==> src/rtl/dp_accum.sv <==
// dp_accum: groups K_STEPS signed partial sums into one result and buffers results in a FIFO.
// Optional saturating adds and sticky sat_flag with macro DP_ACCUM_SAT_EN.
module dp_accum #(
    parameter int DW_ADD     = 32,
    parameter int DW_ACC     = 32,
    parameter int K_STEPS    = 4,
    parameter int FIFO_DEPTH = 4
) (
    input  logic              clk,
    input  logic              reset,
    input  logic              enable,
    input  logic [DW_ADD-1:0] in_data,
    input  logic              in_valid,
    output logic              in_ready,
    output logic [DW_ACC-1:0] out_data,
    output logic              out_valid,
    input  logic              out_ready,
    output logic              busy,
    output logic              sat_flag
);
    localparam int CW = K_STEPS > 1 ? $clog2(K_STEPS) : 1;
    localparam int AW = $clog2(FIFO_DEPTH);

    logic [CW-1:0]            cnt_q, cnt_d;
    logic signed [DW_ACC-1:0] acc_q, acc_d, ext, base, res;
    logic [DW_ACC-1:0]        mem_q [FIFO_DEPTH];
    logic [DW_ACC-1:0]        mem_d [FIFO_DEPTH];
    logic [AW:0]              wp_q, wp_d, rp_q, rp_d;
    logic                     sat_q, sat_d;
    logic                     last, full, empty, accept, push, pop, ovf;
`ifdef DP_ACCUM_SAT_EN
    logic signed [DW_ACC:0]   wide;
`endif

    always_comb begin
        ext = DW_ACC'($signed(in_data));
        // the first beat of a group starts from zero so a stale acc never leaks in
        base = (cnt_q == '0) ? '0 : acc_q;
`ifdef DP_ACCUM_SAT_EN
        wide = {base[DW_ACC-1], base} + {ext[DW_ACC-1], ext};
        ovf = wide[DW_ACC] != wide[DW_ACC-1];
        res = !ovf ? wide[DW_ACC-1:0] :
              wide[DW_ACC] ? {1'b1, {(DW_ACC-1){1'b0}}} : {1'b0, {(DW_ACC-1){1'b1}}};
`else
        ovf = 1'b0;
        res = base + ext;
`endif
        last = cnt_q == CW'(K_STEPS - 1);
        full = (wp_q ^ rp_q) == {1'b1, {AW{1'b0}}};
        empty = wp_q == rp_q;
        // stall only the group-closing beat; a same-cycle pop does not release it
        in_ready = !(last && full);
        accept = enable && in_valid && in_ready;
        push = accept && last;
        pop = !empty && out_ready;
        cnt_d = accept ? (last ? '0 : cnt_q + 1'b1) : cnt_q;
        acc_d = accept ? res : acc_q;
        sat_d = sat_q || (accept && ovf);
        wp_d = wp_q + (AW + 1)'(push);
        rp_d = rp_q + (AW + 1)'(pop);
        mem_d = mem_q;
        if (push) mem_d[wp_q[AW-1:0]] = res;
    end

    always_ff @(posedge clk or negedge reset) begin
        if (!reset) begin
            cnt_q <= '0;
            acc_q <= '0;
            wp_q  <= '0;
            rp_q  <= '0;
            sat_q <= 1'b0;
            for (int i = 0; i < FIFO_DEPTH; i++) mem_q[i] <= '0;
        end else begin
            cnt_q <= cnt_d;
            acc_q <= acc_d;
            wp_q  <= wp_d;
            rp_q  <= rp_d;
            sat_q <= sat_d;
            mem_q <= mem_d;
        end
    end

    assign out_valid = !empty;
    assign out_data  = mem_q[rp_q[AW-1:0]];
    assign busy      = cnt_q != '0;
    assign sat_flag  = sat_q;
endmodule

==> config.mk <==
export PLATFORM = sky130hd
export DESIGN_NAME = dp_accum
export DESIGN_NICKNAME = d
export VERILOG_FILES = /design/src/rtl/dp_accum.sv
export SDC_FILE = /design/constraint.sdc
export NUM_CORES = 1
export LEC_CHECK = 0
export CAP_MARGIN = 25
export CORE_MARGIN = 2
export CORE_UTILIZATION = 30
export DETAILED_ROUTE_END_ITERATION = 16
export GPL_TIMING_DRIVEN = 1
export PLACE_DENSITY = 0.44
export SLEW_MARGIN = 20
export SYNTH_ARGS = -nofsm -noshare
export SYNTH_HDL_FRONTEND = slang
export SYNTH_SLANG_ARGS = --single-unit
==> constraint.sdc <==
create_clock -name clk -period 7.7 [get_ports clk]
set_clock_uncertainty 0.2 [all_clocks]
set_input_delay 0.77 -clock clk [delete_from_list [all_inputs] [get_ports clk]]
set_output_delay 0.77 -clock clk [all_outputs]
set_load 0.05 [all_outputs]
# Word level (Yosys, flattened, before mapping)
# Cells that the tools add are included.
# word_totals
word_cells	39
reg_bits	168
in_bits	37
output_inout_bits	36
# classes
n_reduce_logical	10
order_cmp	3
mux	8
n_eq_ne	3
bitwise_logic	3
add_sub_neg	4
# op_table
operator	n
128-bit bitwise mux	1
32-bit 2-to-1 mux	4
32-bit binary-select mux with 2-bit select	1
32-bit demux with 2-bit select	1
32-bit adder	1
3-bit by 1-bit adder with 3-bit output	2
3-bit greater-or-equal comparator (second input constant)	2
1-bit logical AND	6
2-bit inverter with 3-bit output	2
3-bit == test	1
3-bit == test (second input constant)	1
3-bit by 1-bit < comparator with 1-bit output (second input constant)	1
3-bit XOR	1
2-bit by 1-bit adder with 2-bit output (second input constant)	1
2-bit == test (second input constant)	1
1-bit zero test	2
2-bit zero test	1
2-bit 2-to-1 mux	1
2-bit nonzero test	1

# Longest topological paths before layout
# depth
word_depth	7
depth_mapped	14
ltp_nobuf	13

# Worst setup path before layout
# OpenSTA, ideal clock, no wires.
# synth_path
path_type	in2reg
startpoint	input port in_data[0]
endpoint	register mem_q[28] in the netlist's numbering
t_arrival_ps	2982
setup_slack_ps	4389
cell_stages	10
required_time_ps	7371
path_cell_list	ha_1 > fa_1 > a211oi_2 > o211ai_1 > a21oi_4 > nor3_2 > a2111oi_4 > nor3_1 > a31oi_2 > o21ai_1
# synth_between
elab_chain_len	2
# synth_lines
item	line	source
from (decl)	12	input logic [DW_ADD-1:0] in_data,
32-bit adder	46	res = base + ext;
128-bit bitwise mux	62	if (push) mem_d[wp_q[AW-1:0]] = res;
to (signal assigned)	79	mem_q <= mem_d;
to (decl)	26	logic [DW_ACC-1:0] mem_q [FIFO_DEPTH];
# No other way between the ends.
# A chain may end at the register's enable or synchronous reset.

# Worst setup path in the final report
# layout_path
startpoint	register cnt_q[0]
endpoint	register mem_q[60] in the netlist's numbering
# layout_between
elab_chain_len	5
# layout_lines
item	line	source
from (decl)	24	logic [CW-1:0] cnt_q, cnt_d;
from (signal assigned)	74	cnt_q <= cnt_d;
parallel branches: the longest is 5 deep, another holds 32-bit adder	n/a	
# Several ways; the timed one is not identified.

==> impl_metrics.toml <==
[floorplanning]
die_w_um = 177
die_y_um = 177
rows = 63
io_pins = 73
initial_utilization = 0.303
die-area_um2 = 31300
core_um2 = 29600

[cells_and_area]
final_cell_mix = "168 x nand2_1, 166 x dfrtp_1, 118 x o21ai_0"
area_growth_pct = 18.4
final_common_cell = "nand2_1"
drive_gt1_frac = 0.120
regArea_um2 = 4210
multi_input_area_um2 = 4450
fillerInstances = 3031
post-route-util = 0.359
diodes = 0
final_area_um2 = 10600
layout.nets = 1004

[grt]
grt_pass1_wl_um = 37500
grt_overflow_total = 0
grt_start_max_net_pins = 68
grt_util_all_layers = 0.157
grt_antenna_before_repair = 0
grt_pass1_vias = 6419

[place]
placed_area_um2 = 9990
place_worst_setup_slack_ns = 3.29
gp_congestion = 0.813
post-dp-hpwl_um = 15700
portBuffers = 71

[clock_tree]
htreeDepth = 4
hold_buffers = 0
clockRootBuffer = "clkbuf_16"
clock_latency_ns = 0.44
cts_tree = "yes"
cts_inserted_buffers = 17
post_cts_buffers = 0
clk_pin_slew_worst_paths_ns = 0.07
postCtsResizedCells = 0
cts_sinks = 168
clockBufferDepth = 2

[setup_path]
r2r_cells = 13
crit_family = "compound AO/OA/AOI/OAI gates"
required_ns = 7.85
slowest_delay_ns = 0.56
path_cells = "inv_1 -> ha_1 -> buf_4 -> nor2b_1 -> ha_1 -> a21oi_1 -> nor2_1 -> a211oi_1 -> nand2_1 -> a221oi_1 -> mux2i_1 -> mux2i_1 -> o21ai_1"
endpoint_kind = "register"
worst-setup-path-type = "reg -> reg"
rr_startpoint = "cnt_q[0]"
cp_max_fo = 22
crit_slowest_cell = "a221oi_1"
r2r_end = "mem_q[60]"
startpoint_type = "register"
reg2reg_slack_ns = 3.35
cp.arrival_ns = 4.50
worst-path-buf-inv = 2

[synthesis]
synth_fp_nets = 968
syn_area_um2 = 8960
yosysUniqueCellTypes = 58
ys.flop_type = "dfrtp_1"
ys_ff_latch = 168
syn_avg_cell_area_um2 = 10.0
synth_edf_count = 0
async_flop_share = 1.00
synth-warning-count = 0
synthCells = 893
ys_seq_area_frac = 0.469

[detailed_routing]
wl_per_cell_um = 17.2
first_pass_iters = 4
dr.first_iter.drc_count = 432
finalWirelength_um = 22900
drcViolationCount = 0
antenna_left = 0
vias = 6396
vias_per_cell = 4.80

[pwr]
leakagePower_uw = 0.00465
swShare = 0.449
max-vdd-ir-drop_v = 0.000186
clock_power_share = 0.186
cellPowerDensity_nw_per_um2 = 467
comb_power_share = 0.524
power_switching_uw = 2220
power_frac_seq = 0.290
intPower_uw = 2730

[run_status]
status = "complete, no violations"

[sta]
relSlewSlack = 0.300
fin_hold_ws_ns = 0.0535
final-hold-violation-count = 0
setup_ws_ns = 3.35
final-setup-viol-count = 0
report.final.slew_viol_count = 0
period_needed_ns = 4.35
timing.final.crit_share = 0.565
setup_tns_ns = 0
clock.fmax_mhz = 230
rsz0062_at_grt = "false"
worst_pin_slew_ns = 1.05

[worst_hold_path]
hold_path_class = "in -> async"

[flow_run]
maxCapViolations = 0
worst reg2reg max path: stages, from the launching register on:
cell and delay, ns:
dfrtp_1 0.39, inv_1 0.08, ha_1 0.47, buf_4 0.41, nor2b_1 0.11, ha_1 0.43
a21oi_1 0.24, nor2_1 0.07, a211oi_1 0.48, nand2_1 0.13, a221oi_1 0.56, mux2i_1 0.46
mux2i_1 0.12, o21ai_1 0.10
flip-flops by register name (all words and copies together) (netlist names):
signal  count
rp_q        3
mem_q     128
cnt_q       2
wp_q        3
acc_q      32
cell type report:
| cell class | instances | area share |
|---|---|---|
| repair buffers | 82 | 0.0756 |
| flip-flops and latches | 168 | 0.396 |
| clock buffers | 18 | 0.0414 |
| clock inverters | 14 | 0.0176 |
| inverters | 12 | 0.00424 |
| well taps | 390 | 0.0460 |
| multi-input cells | 648 | 0.419 |
kinds of logic (layout without fill, tap and decap cells):
family          Yosys count  after routing  synth area share
xor+xnor                 31             31            0.0320
buf+inv                  77            126            0.0356
flops                   168            168             0.469
compound gates          254            254             0.169
other cells               1              1          0.000418
mux                      50             50             0.101
fa+ha+maj                38             38            0.0539
simple gates            274            274             0.139
power by group through the flow:
stage / Combinational [uW] / Sequential [uW] / Clock (uW)
3_5_place_dp: 2630 / 1460 / 0
3_3_place_gp: 2620 / 1450 / 0
5_1_grt: 2880 / 1490 / 987
4_1_cts: 2640 / 1440 / 954
6_report: 2600 / 1440 / 919
2_1_floorplan: 1980 / 1350 / 0
per-layer routing:
metal,track usage,share of wire,up-vias
met5,0,0,-
met2,0.243,0.45,74
met1,0.226,0.51,3084
met3,0.0292,0.030,9
li1,-,-,3229
met4,0.0403,0.0089,0
through the flow:
stage | instances | total power, uW
final | 1332 | 4950
after global routing | 1332 | 5350
after CTS | 1332 | 5030
after detailed placement | 1300 | 4080
after global placement | 1298 | 4080
after floorplan | 893 | 3330
synthesized netlist by cell type (2+ instances only):
cell        n  area [um2]
mux4_2     32         721
nand4_1    11        68.8
o211ai_1    5        37.5
a31oi_2     2        25.0
nand4b_1    3        26.3
nor3_2      3        30.0
a21oi_1    41         205
mux2i_1    12         120
o21ai_0   118         591
mux2_2      6        67.6
nor2b_1    33         206
xor2_2      2        32.5
dfrtp_1   168        4200
xor2_1     18         158
a31o_2      3        26.3
ha_1       37         463
o21ai_1    40         200
o21bai_1    2        15.0
inv_1      12        45.0
xnor2_1    11        96.3
nor3_1      4        20.0
nor2_1     25        93.8
nand3_1    10        50.1
and3_1      2        12.5
a211oi_1    4        30.0
clkbuf_1   44         165
buf_4       3        22.5
a31oi_1     4        25.0
and2_1      2        12.5
buf_2      15        75.1
nand3b_1    4        30.0
a21o_1     13        97.6
a211oi_2    2        25.0
or3_1       4        25.0
nand2_1   168         631
o21ai_2     6        52.6
buf_1       3        11.3
worst max path at each step:
stage | depth (start not counted) | slack, ns | start | end
2_1_floorplan | 10 | 4.39 | in_data[0] | mem_q[28]
3_3_place_gp | 13 | 3.31 | cnt_q[0] | mem_q[124]
3_5_place_dp | 11 | 3.29 | in_data[0] | mem_q[62]
4_1_cts | 13 | 3.28 | cnt_q[0] | mem_q[60]
5_1_grt | 13 | 2.86 | cnt_q[0] | mem_q[60]
6_report | 13 | 3.35 | cnt_q[0] | mem_q[60]
No activity file was read; power rests on OpenSTA's default activity.
